==> src/rtl/inner_ctl.sv <==
// inner_ctl: blitter inner-loop (pixels-per-line) controller below the outer sequencer.
// Latency: instart -> inner_busy 1 cycle; final step -> indone 1 cycle; restart on indone costs no dead cycle.
// Backpressure: none; step gaps simply hold the counter, and instart always wins over step.
//
// Ports:
//   clk, reset_n            clock, asynchronous active-low reset
//   gpu_din[CW-1:0]         GPU write data, inner count field
//   countld                 load strobe for the inner count reload register
//   instart                 start/restart an inner pass
//   step                    one pixel completed this cycle
//   indone                  registered one-cycle pulse, inner pass complete
//   inner_busy              high while a pass is in progress
//   icount[CW-1:0]          live working counter
//   ilast                   combinational, the next step completes the pass
// Optional (macro INNER_CTL_STAT_EN):
//   statrd                  status read strobe
//   gpu_dout_out[CW-1:0]    live count driven towards the GPU bus
//   gpu_dout_oe             output enable for gpu_dout_out

module inner_ctl #(
  parameter int CW = 16
) (
  input  logic          clk,
  input  logic          reset_n,
  input  logic [CW-1:0] gpu_din,
  input  logic          countld,
  input  logic          instart,
  input  logic          step,
`ifdef INNER_CTL_STAT_EN
  input  logic          statrd,
  output logic [CW-1:0] gpu_dout_out,
  output logic          gpu_dout_oe,
`endif
  output logic          indone,
  output logic          inner_busy,
  output logic [CW-1:0] icount,
  output logic          ilast
);

  typedef enum logic {
    IDLE = 1'b0,
    RUN  = 1'b1
  } state_t;

  state_t        state;
  logic [CW-1:0] ireload;
  logic [CW-1:0] icount_q;
  logic          indone_q;
  logic [CW-1:0] reload_val;
  logic          cnt_is_one;

  // A load in the same cycle as a start bypasses the reload register so the
  // GPU can program and launch a line in one edge.
  assign reload_val = countld ? gpu_din : ireload;
  assign cnt_is_one = (icount_q == CW'(1));

  always_ff @(posedge clk or negedge reset_n) begin
    if (!reset_n) begin
      state    <= IDLE;
      ireload  <= '0;
      icount_q <= '0;
      indone_q <= 1'b0;
    end else begin
      indone_q <= 1'b0;

      if (countld) begin
        ireload <= gpu_din;
      end

      if (instart) begin
        // Start or restart; any step this cycle belongs to the aborted pass
        // and is dropped, so that pass never signals completion.
        icount_q <= reload_val;
        state    <= RUN;
      end else begin
        case (state)
          RUN: begin
            if (step) begin
              if (cnt_is_one) begin
                icount_q <= '0;
                state    <= IDLE;
                indone_q <= 1'b1;
              end else begin
                // A reload of 0 wraps to all-ones here, giving 2^CW steps.
                icount_q <= icount_q - CW'(1);
              end
            end
          end
          default: begin
            // IDLE: steps are ignored and the count holds.
          end
        endcase
      end
    end
  end

  assign indone     = indone_q;
  assign inner_busy = (state == RUN);
  assign icount     = icount_q;
  assign ilast      = inner_busy & cnt_is_one;

`ifdef INNER_CTL_STAT_EN
  // Status read-back is purely combinational; the bus owner muxes on oe.
  assign gpu_dout_out = icount_q;
  assign gpu_dout_oe  = statrd;
`endif

endmodule

==> config.mk <==
export PLATFORM = sky130hd
export DESIGN_NAME = inner_ctl
export DESIGN_NICKNAME = d
export VERILOG_FILES = /design/src/rtl/inner_ctl.sv
export SDC_FILE = /design/constraint.sdc
export NUM_CORES = 1
export LEC_CHECK = 0
export ABC_AREA = 1
export BUFFER_PORTS_ARGS = -buffer_cell sky130_fd_sc_hd__buf_4
export CAP_MARGIN = 0
export CORE_UTILIZATION = 55
export CTS_BUF_LIST = sky130_fd_sc_hd__clkbuf_2 sky130_fd_sc_hd__clkbuf_4 sky130_fd_sc_hd__clkbuf_8
export DETAILED_ROUTE_END_ITERATION = 10
export PLACE_DENSITY = 0.8
export SLEW_MARGIN = 25
export SYNTH_ARGS = -nofsm -noshare
export SYNTH_HDL_FRONTEND = slang
export SYNTH_SLANG_ARGS = --single-unit
==> constraint.sdc <==
create_clock -name clk -period 1.73 [get_ports clk]
set_input_delay 0.173 -clock clk [delete_from_list [all_inputs] [get_ports clk]]
set_output_delay 0.173 -clock clk [all_outputs]
set_load 0.005 [all_outputs]
After elaboration in Yosys (flattened, before gate mapping)
Index checks and enable logic that the tools add are counted.

Register bits: 34. Latch bits: 0. RAM bits: 0. ROM bits: 0. Bits of input ports: 21. Output and inout port bits: 19. Word-level logic and storage cells: 23. Memories: 0.

Add/subtract/negate cells: 1. Multiply operators: 0. Divide/modulo/power cells: 0. $lt $le $gt $ge: 0. Equality and inequality tests: 1. Shift operators: 0. Multiplexer cells: 13. Bitwise logic cells: 1. Reduce and logical (&&, ||, !) cells: 3.

Operator list (count): two-way mux 16 bit (5); equality test 16 x 1 -> 1 bit, second input constant (1); subtractor 16 x 1 -> 16 bit, second input constant (1); two-way mux 1 bit (8); nonzero test 2 bit (2); AND reduction 2 bit (1); bitwise AND 1 bit (1).

Longest topological paths before layout
Gate-level depths: netlist (run 1).

Depth after elaboration: 5. Mapped depth: 9. Gate-level depth less buffers: 9.

Worst setup path before layout (run 1)
Ideal clock, no wire load.

Path type: register -> register. From: register icount_q[1] (netlist: icount[1]). To: register icount_q[10] (netlist: icount[10]). Setup time: 0.117 ns. Arrival: 1.163 ns. Data required time: 1.613 ns. Slack: 0.450 ns. Stages on the path, launching flop included: 10. Path buffers: 0. Period minus slack after synthesis: 1.280 ns. Path through: dfrtp_1 -> inv_1 -> ha_1 -> nand3_1 -> nor2_1 -> nand2_2 -> nand2_4 -> nand2_4 -> nand3_1 -> nand2_1.

Cells in the longest elaborated chain, start to end: 5. Elaborated cells between the ends (all ways): 6. Classes of those cells: add/sub: 1; eq/ne: 1; mux: 4.

Ends and longest elaborated chain: start, declared (RTL line 47) `logic [CW-1:0] icount_q;`; start signal, assigned (RTL line 73) `icount_q <= reload_val;`; start signal, assigned (RTL line 85) `icount_q <= icount_q - CW'(1);`; subtractor 16 x 1 -> 16 bit / equality test 16 x 1 -> 1 bit (equally long branches) (RTL line 85, 55); two-way mux 16 bit * (RTL line 79) `if (cnt_is_one) begin`; two-way mux 16 bit * (RTL line 78) `if (step) begin`; two-way mux 16 bit * (RTL line 76) `case (state)`; two-way mux 16 bit * (RTL line 70) `if (instart) begin`.

Every way passes the cells marked *; elsewhere a longest branch is shown, timed or not. The select of a mux whose other input is x is not followed. A chain may end at the register's enable or synchronous reset.

Worst setup path after layout (run 1)
From: register icount_q[1] (netlist: icount[1]). To: output port ilast.

Cells in the longest elaborated chain, start to end: 2.

Ends and longest elaborated chain: equality test 16 x 1 -> 1 bit (RTL line 55) `assign cnt_is_one = (icount_q == CW'(1));`; bitwise AND 1 bit (RTL line 100) `assign ilast = inner_busy & cnt_is_one;`; end, declared (RTL line 37) `output logic ilast`.

No other way between the ends.

==> results of run 1 <==
==> layer usage <==
| layer | share of wire, % | track usage (%) | vias up |
|---|---|---|---|
| met5 | 0 | 0 | - |
| met4 | 0.83 | 6.645 | 0 |
| met3 | 5.5 | 8.009 | 4 |
| met2 | 50 | 43.17 | 46 |
| met1 | 44 | 30.26 | 752 |
| li1 | - | - | 806 |
==> logic make-up (layout without fill, tap and decap cells) <==
logic type               after synthesis  count (layout)  share of synthesized area, %
adder cells (fa/ha/maj)                2               2                         1.345
AO/OA/AOI/OAI                         17              17                         4.976
AND/OR/NAND/NOR                      117             117                         29.72
multiplexers                          13              13                         7.868
XOR/XNOR                               4               4                         1.883
buffers and inverters                 37              82                         8.473
flip-flops                            34              34                         45.73
==> timing repair <==
item | in CTS | in global routing
gates cloned | 0 | 0
endpoints found under the hold margin | 34 | 0
gates resized for setup | 3 | 4
pin swaps | 0 | 1
setup buffers | 1 | 2
hold buffers | 1 | 0
endpoints found under the setup margin | 1 | 1
==> registers in the layout (all words and copies together), names as in the netlist <==
register and count:
icount 16, inner_busy 1, ireload 16, indone 1
==> how the worst min path moves through the flow <==
stage | startpoint | to | cells past startpoint
final | gpu_din[9] | ireload[9]$_DFF_PN0_ | 2
after global routing | gpu_din[7] | ireload[7]$_DFF_PN0_ | 2
after CTS | gpu_din[9] | ireload[9]$_DFF_PN0_ | 2
after detailed placement | reset_n | ireload[10]$_DFF_PN0_ | 1
after global placement | reset_n | ireload[10]$_DFF_PN0_ | 1
after floorplan | reset_n | icount[0]$_DFFE_PN0P_ | 0
==> cell type report <==
type / instances / share of cell area (%)
Inverter: 32 / 5.326
Clock inverter: 1 / 1.304
Sequential cell: 34 / 37.07
Clock buffer: 6 / 2.228
Multi-Input combinational cell: 153 / 37.55
Timing Repair Buffer: 43 / 14.13
Tap cell: 44 / 2.391
==> cells in the mapped netlist, types with 2 or more instances <==
cell / number / share of area, %
inv_2: 3 / 0.61
nand3_1: 27 / 7.3
nor2_2: 4 / 1.3
inv_1: 28 / 5.6
o21ai_0: 5 / 1.3
dfrtp_1: 34 / 46
nand2_2: 3 / 1.0
buf_4: 2 / 0.81
nand4_1: 5 / 1.7
nor2_1: 13 / 2.6
xor2_1: 4 / 1.9
mux2_2: 13 / 7.9
nand2_4: 3 / 1.8
nand2_1: 57 / 11
o21bai_1: 3 / 1.2
o21ai_1: 8 / 2.2
ha_1: 2 / 1.3
nor2_4: 3 / 1.8
==> metrics by stage <==
step                instances  util (%)  hold slack, ps  setup WS [ps]  instance area (µm²)
floorplan                 224         -          -122.6          449.5                 1861
global placement          302     69.48           141.0          343.7                 2173
detailed placement        302     69.48           140.0          309.9                 2173
CTS                       311     72.88           68.49          1.975                 2280
global route              313     73.60           64.16          5.147                 2302
finish                    313     73.60           73.89          82.65                 2302
==> power breakdown <==
part           internal, W  switching, W  total (W)  leakage (nW)
clock network     0.000336      0.000266   0.000602        0.0443
registers         0.000892     0.0000869   0.000979         0.402
logic             0.000249      0.000297   0.000546         0.709
total              0.00148      0.000650    0.00213          1.16
==> critical path: stages, from the launching register on <==
cell and delay, ps:
dfrtp_1 400, inv_2 80, ha_1 160, nand3_1 80, nor2_1 130, nand2_2 80
nor2_2 90, buf_4 110
==> metrics.md, run 1 <==
| Metric | Value |
|---|---|
| Outcome | finished clean |
| TritonCTS clock tree | yes |
| WL per Instance | 12.65 µm |
| Rows | 20 |
| Most used cells in the layout excluding fill and tap cells | nand2_1, buf_4, dfrtp_1 |
| Clock Sinks | 34 |
| Pin count of the biggest net entering global routing | 35 |
| Startpoint kind of the worst setup timing path | flop |
| Total track usage | between 20% and 30% |
| Endpoint arrival time on the critical path | approximately 1500 ps |
| CP Class | reg2out |
| Post-synthesis sequential area ratio | between 40% and 50% |
| Seq cells post-synth | 34 |
| RSZ-0062 raised after global routing | false |
| Antenna Cells | 0 |
| Final period util | 95.22% |
| Post-detailed-routing wire length | ~4000 µm |
| Min Tclk post-route | around 1600 ps |
| Maximum capacitance violations | 0 |
| FF+latch area | ~850 µm² |
| Floorplan Core Area | between 3000 and 4000 µm² |
| TritonRoute pass-1 iters | 4 |
| Post-detailed-route DRC marker count | 0 |
| Category of the worst setup path capture point | output port |
| Data required time at the worst endpoint | 1560 ps |
| Worst flop-to-flop path endpoint | icount[9]$_DFFE_PN0P_ |
| Antenna Nets Post-Route | 0 |
| HPWL after DPL | 2881 µm |
| Multi-input logic area | around 860 µm² |
| Transition time at the pin with the least slew margin | between 400 and 500 ps |
| NumNets Final | between 200 and 300 |
| Routability Congestion | 0.8930 |
| Via count of the first global-routing pass | 1532 |
| Wire length of the first global-routing pass | 6527 µm |
| Power density over the cells | 924.1 nW/µm² |
| Max clock buf depth | 2 |
| Mean instance size in the synthesized netlist | around 8.3 µm² |
| H-tree lvl count | 2 |
| Avg Vias per Cell | between 5 and 6 |
| CTS root buffer | clkbuf_4 |
| Total number of vias | roughly 1.6k |
| Prevailing post-synth register cell | dfrtp_1 |
| Capture point of the worst path | ilast |
| Total setup violations reported at the end of the flow | 0 |
| Proportion of layout cells with a drive suffix above 1 | about a third |
| Number of buffers inserted during clock tree synthesis | 5 |
| Worst skew pair latency | about 340 ps |
| Count of endpoints failing hold in the final timing report | 0 |
| Maximum ir drop on the vdd rail | approximately 0.69 mV |
| Final Slew Violations | 0 |
| Most frequent standard cell in the layout excluding fill and tap cells | nand2_1 |
| Maximum fanout along the worst path | 4 |
| Async set-or-reset flop fraction in the synthesized netlist | 100.0% |
| Count of filler cells inserted in the layout | roughly 250 |
| Detailed router's first-iteration violation count | between 50 and 60 |
| Worst r2r path cells | 9 |
| Number of ports placed on the die boundary | 40 |
| Total Die Area | about 3600 µm² |
| Starting utilization of the core area | 59.48% |
| Path category of the worst min-delay check | in2reg |
| Clock transition time at the flip-flop clock pins of the worst setup and hold paths | roughly 100 ps |
| Crit. Startpoint | icount[1]$_DFFE_PN0P_ |
| Max Clk Rate | around 610 MHz |
| Synth-to-Final Area Change | 23.74% |
| Slew HR | 71.70% |
| Die extent in x | approximately 60 µm |
| Number of enable flip-flop cells after synthesis | 0 |
| Final total power | around 0.0021 W |
| Summed negative setup slack over all endpoints | 0 ps |
| Synthesized area | roughly 1900 µm² |
| Grt total ovfl | 0 |
| Number of port buffers | 39 |
| YS warnings | 0 |
| Number of distinct library cells after synthesis | 25 |
| Leakage power | roughly 1.2 nW |
| Antenna violations before repair | 0 |
| Reg2Reg Setup Slack | roughly 220 ps |
| Vertical die dimension | roughly 60 µm |
| Net count after synthesis | 247 |
| Reg-to-Reg Start | icount[0]$_DFFE_PN0P_ |
| Setup Skew | approximately 3.3 ps |
| Post-synthesis cell count | between 200 and 250 |
No activity file was read; power rests on OpenSTA's default activity.
==> inputs of run 2 (changes only) <==
==> constraint.sdc (replaced) <==
create_clock -name clk -period 1.73 [get_ports clk]
set_input_delay 0.173 -clock clk [delete_from_list [all_inputs] [get_ports clk]]
set_output_delay 0.173 -clock clk [all_outputs]
set_load 0.02 [all_outputs]
==> metrics.md, run 2 (synthesis gave the netlist of run 1 again) <==
| Metric | Value |
|---|---|
| Worst setup slack after placement | just over 300 ps |
| Number of port buffers | 39 |
| Final period util | a little over nine tenths |
| Number of buffers inserted during clock tree synthesis | 5 |
| Via count of the first global-routing pass | roughly 1.6k |
| Reg2Reg Setup Slack | ~250 ps |
| CTS root buffer | clkbuf_4 |
| Post-detailed-route DRC marker count | 0 |
| Pin count of the biggest net entering global routing | 35 |
| Slew HR | between 70 and 80% |
| Maximum ir drop on the vdd rail | 0.6041 mV |
| Total setup violations reported at the end of the flow | 0 |
| Leakage power | 1.162 nW |
| WL per Instance | between 10 and 15 µm |
| Maximum capacitance violations | 0 |
| Detailed router's first-iteration violation count | 77 |
| Crit-path max cell delay | 440 ps |
| Final Slew Violations | 0 |
| Buffering stage count on the worst path with inverters included | 1 |
| Most used cells in the layout excluding fill and tap cells | nand2_1, buf_4, dfrtp_1 |
| HPWL after DPL | about 3000 µm |
| Grt total ovfl | 0 |
| RSZ-0062 raised after global routing | false |
| Total number of vias | 1618 |
| Wire length of the first global-routing pass | 6617 µm |
| TritonRoute pass-1 iters | 4 |
| Cell-by-cell trace of the critical path | nor2_2 -> nand2_2 -> nor2_4 -> nand2_2 -> nor2_4 -> buf_6 |
| Floorplan Core Area | between 3000 and 4000 µm² |
| Non-filler cells in the finished layout | about 320 |
| Rows | 20 |
| Clock Sinks | 34 |
| Category of the worst setup path capture point | output port |
| Count of filler cells inserted in the layout | between 200 and 250 |
| Min Tclk post-route | between 1500 and 2000 ps |
| Total track usage | 25.14% |
| Worst-path cell with the longest stage delay | dfrtp_1 |
| Antenna Cells | 0 |
| Routability Congestion | around 0.9 |
| Starting utilization of the core area | ~60% |
| NumNets Final | 294 |
| Number of ports placed on the die boundary | 40 |
| Power density over the cells | about 900 nW/µm² |
| Outcome | finished clean |
| Final total power | approximately 0.0021 W |
| Family of cells with the greatest summed delay on the critical path | simple AND/OR/NAND/NOR gates |
| Die extent in x | 60.16 µm |
| Most frequent standard cell in the layout excluding fill and tap cells | nand2_1 |
| Setup Skew | 10.49 ps |
| Clock transition time at the flip-flop clock pins of the worst setup and hold paths | about 100 ps |
| Maximum fanout along the worst path | 4 |
| Antenna Nets Post-Route | 0 |
| Placed insts | between 300 and 400 |
| TritonCTS clock tree | yes |
| Total Die Area | between 3000 and 4000 µm² |
| Max Clk Rate | around 610 MHz |
| H-tree lvl count | 2 |
| Antenna violations before repair | 0 |
| Worst Hold Margin | a little under 80 ps |
| Proportion of layout cells with a drive suffix above 1 | 32.72% |
| Endpoint arrival time on the critical path | roughly 1500 ps |
| Worst skew pair latency | 340 ps |
| Post-detailed-routing wire length | 3921 µm |
| Min setup slack post-route | around 100 ps |
| Data required time at the worst endpoint | approximately 1600 ps |
| Max clock buf depth | 2 |
| Transition time at the pin with the least slew margin | ~410 ps |
| Synth-to-Final Area Change | 25.02% |
| Count of endpoints failing hold in the final timing report | 0 |
| Vertical die dimension | between 60 and 70 µm |
| Path category of the worst min-delay check | in2reg |
| Startpoint kind of the worst setup timing path | flop |
| CP Class | reg2out |
| Avg Vias per Cell | around 5.1 |
| Summed negative setup slack over all endpoints | 0 ps |
[run 2: worst paths after layout]
path,start,cells past startpoint,to
worst max-delay path,icount[8]$_DFFE_PN0P_,6,ilast
min in group asynchronous,reset_n,2,ireload[8]$_DFF_PN0_
worst min register to register,ireload[11]$_DFF_PN0_,1,ireload[11]$_DFF_PN0_
worst min-delay path,gpu_din[3],2,ireload[3]$_DFF_PN0_
worst max register to register,icount[0]$_DFFE_PN0P_,9,icount[9]$_DFFE_PN0P_
max in group asynchronous,reset_n,2,icount[11]$_DFFE_PN0P_
[run 2: metal layers]
layer | track usage, % | up-vias | routed length (µm)
li1 | - | 804 | -
met1 | 29.66 | 768 | 1698
met2 | 42.39 | 40 | 1940
met3 | 6.710 | 6 | 227
met4 | 11.30 | 0 | 55
met5 | 0 | - | 0
[run 2: per-stage QoR]
step	util [%]	area [µm²]
2_1_floorplan	-	1861
4_1_cts	72.76	2276
3_3_place_gp	69.48	2173
6_report	74.36	2326
3_5_place_dp	69.48	2173
5_1_grt	74.36	2326
[run 2: cell type report]
| type | count | area, µm² | area share, % |
|---|---|---|---|
| clock buffer | 7 | 58.81 | 2.528 |
| clock inverter | 1 | 5.005 | 0.2152 |
| inverter | 32 | 122.6 | 5.272 |
| multi-input combinational | 153 | 887.1 | 38.14 |
| sequential | 34 | 853.3 | 36.69 |
| tap | 44 | 55.05 | 2.367 |
| timing repair buffer | 45 | 344.1 | 14.79 |
[run 2: power by group]
part           leakage [nW]  internal (W)  switching (W)
logic                 0.721      0.000267       0.000370
registers             0.402      0.000892      0.0000929
clock network        0.0387      0.000213       0.000258
total                  1.16       0.00137       0.000721
[run 2: repair_timing]
item                                    in CTS  in global routing
hold buffers                                 1                  0
endpoints found under the setup margin       1                  1
resized for setup                            6                  6
setup buffers                                2                  3
pin swaps                                    1                  4
endpoints found under the hold margin       34                  0
==> inputs of run 3 (changes only) <==
--- a/config.mk
+++ b/config.mk
@@ -11,6 +11,7 @@
 export CORE_UTILIZATION = 55
 export CTS_BUF_LIST = sky130_fd_sc_hd__clkbuf_2 sky130_fd_sc_hd__clkbuf_4 sky130_fd_sc_hd__clkbuf_8
 export DETAILED_ROUTE_END_ITERATION = 10
+export GPL_TIMING_DRIVEN = 0
 export PLACE_DENSITY = 0.8
 export SLEW_MARGIN = 25
 export SYNTH_ARGS = -nofsm -noshare
==> metrics.md, run 3 (synthesis gave the netlist of run 1 again) <==
| Metric | Value |
|---|---|
| Outcome | finished clean |
| Setup Skew | between 8 and 9 ps |
| CTS root buffer | clkbuf_4 |
| Count of endpoints failing hold in the final timing report | 0 |
| Via count of the first global-routing pass | roughly 1.5k |
| Global-route met3 utilization | 4.978% |
| Total number of vias | 1680 |
| Avg Vias per Cell | about 5.3 |
| Synth-to-Final Area Change | 25.76% |
| Cell-internal power | approximately 0.0014 W |
| Leakage power | around 1.2 nW |
| Max clock buf depth | 2 |
| Wire length of the first global-routing pass | approximately 6700 µm |
| Clock Sinks | 34 |
| Maximum fanout along the worst path | 4 |
| Antenna violations before repair | 0 |
| Switching part of the total power | approximately 36% |
| Data required time at the worst endpoint | 1560 ps |
| Total Die Area | between 3000 and 4000 µm² |
| TritonRoute pass-1 iters | 4 |
| Category of the worst setup path capture point | output port |
| Final period util | 95.63% |
| Max Clk Rate | around 600 MHz |
| Pin count of the biggest net entering global routing | 35 |
| Combinational group share of total power | between 30% and 40% |
| Post-detailed-route DRC marker count | 0 |
| Grt total ovfl | 0 |
| TritonCTS clock tree | yes |
| CP Class | reg2out |
| Transition time at the pin with the least slew margin | around 490 ps |
| Most frequent standard cell in the layout excluding fill and tap cells | nand2_1 |
| Path category of the worst min-delay check | in2reg |
| Number of ports placed on the die boundary | 40 |
| Rows | 20 |
| Most used cells in the layout excluding fill and tap cells | nand2_1, buf_4, dfrtp_1 |
| Share of power burned in registers | between 40% and 50% |
| FF+latch area | approximately 850 µm² |
| Worst skew pair latency | between 300 and 400 ps |
| Starting utilization of the core area | 59.48% |
| Final total power | between 0.002 and 0.0025 W |
| Clock transition time at the flip-flop clock pins of the worst setup and hold paths | approximately 110 ps |
| Share of the core filled with cells in the final layout | between 70% and 80% |
| Antenna Cells | 0 |
| Multi-input logic area | between 800 and 900 µm² |
| Global-route track usage on met2 | a little over two fifths |
| H-tree lvl count | 2 |
| Min Tclk post-route | ~1700 ps |
| Final Slew Violations | 0 |
| Number of buffers inserted during clock tree synthesis | 5 |
| Maximum capacitance violations | 0 |
| Post-detailed-routing wire length | about 4200 µm |
| Detailed router's first-iteration violation count | 72 |
| Crit-path max cell delay | between 400 and 500 ps |
| Number of port buffers | 37 |
| Total track usage | 26.07% |
| Psw | about 0.00075 W |
| Most heavily used metal layer in global routing | met2 |
| Proportion of layout cells with a drive suffix above 1 | between 30 and 40% |
| Antenna Nets Post-Route | 0 |
| Slew HR | roughly two thirds |
| Total setup violations reported at the end of the flow | 0 |
| Maximum ir drop on the vdd rail | 0.5966 mV |
| Global Route met1 Usage | approximately 32% |
| Summed negative setup slack over all endpoints | 0 ps |
| Endpoint arrival time on the critical path | 1480 ps |
| Power density over the cells | 905.6 nW/µm² |
| Cell-by-cell trace of the critical path | nor2_4 -> nand2_2 -> nor2_4 -> nand2_2 -> nor2_1 -> buf_4 |
| WL per Instance | around 13 µm |
| Startpoint kind of the worst setup timing path | flop |
| Die extent in x | around 60 µm |
| Worst setup slack after placement | approximately 260 ps |
| Worst-path cell with the longest stage delay | dfrtp_1 |
| HPWL after DPL | 2988 µm |
| NumNets Final | 298 |
| Min setup slack post-route | 75.56 ps |
| Floorplan Core Area | around 3100 µm² |
| Routability Congestion | ~0.84 |
| Clk pwr share | 22.5% |
| Vertical die dimension | 60.16 µm |
| Count of filler cells inserted in the layout | ~250 |
## run 3: power by group through the flow
| stage | Sequential [W] | Clock, W | Combinational, W |
|---|---|---|---|
| 2_1_floorplan | 0.00105 | 0 | 0.000327 |
| 3_3_place_gp | 0.000984 | 0 | 0.000602 |
| 3_5_place_dp | 0.000987 | 0 | 0.000617 |
| 4_1_cts | 0.000976 | 0.000486 | 0.000630 |
| 5_1_grt | 0.000996 | 0.000514 | 0.000731 |
| 6_report | 0.000984 | 0.000477 | 0.000658 |
## run 3: path summary, 6_finish.rpt
| kind | slack, ps | startpoint | end | cells past startpoint |
|---|---|---|---|---|
| worst max register to register | 220 | icount[0]$_DFFE_PN0P_ | icount[13]$_DFFE_PN0P_ | 9 |
| worst max-delay path | 80 | icount[10]$_DFFE_PN0P_ | ilast | 6 |
| max in group asynchronous | 1110 | reset_n | icount[11]$_DFFE_PN0P_ | 2 |
| min in group asynchronous | 290 | reset_n | icount[10]$_DFFE_PN0P_ | 2 |
| worst min register to register | 510 | ireload[12]$_DFF_PN0_ | ireload[12]$_DFF_PN0_ | 1 |
| worst min-delay path | 70 | gpu_din[12] | ireload[12]$_DFF_PN0_ | 2 |
## run 3: metrics by stage
stage	hold WS (ps)	instance area, µm²	cells
detailed placement	137.8	2193	305
finish	69.19	2340	320
floorplan	-122.6	1861	224
global route	61.85	2340	320
global placement	141.3	2193	305
CTS	62.54	2295	316
## run 3: final cells by class
cell class              count  share of cell area [%]
plain buffers               5                   1.497
clock buffers               6                   2.193
clock inverters             2                  0.5348
inverters                  32                   5.241
multi-input cells         153                   37.49
flip-flops and latches     34                   36.47
well taps                  44                   2.353
repair buffers             44                   14.22
## run 3: critical path: cells and delay by family (launching register included)
kind,cells,cell delay [ps]
buffers and inverters,1,140
and+or+nand+nor,5,510
DFF,1,470
## run 3: layer usage
layer  share of wire (%)  up-vias
met1                  43      797
met4                 3.1        0
met2                  48       50
met3                 5.3       16
li1                    -      817
met5                   0        -
## run 3: timing repair
action / CTS / global route
setup endpoints to repair: 1 / 1
hold endpoints to repair: 34 / 0
resized for setup: 5 / 5
pin swaps: 1 / 1
hold buffers: 1 / 0
buffers inserted: 2 / 4
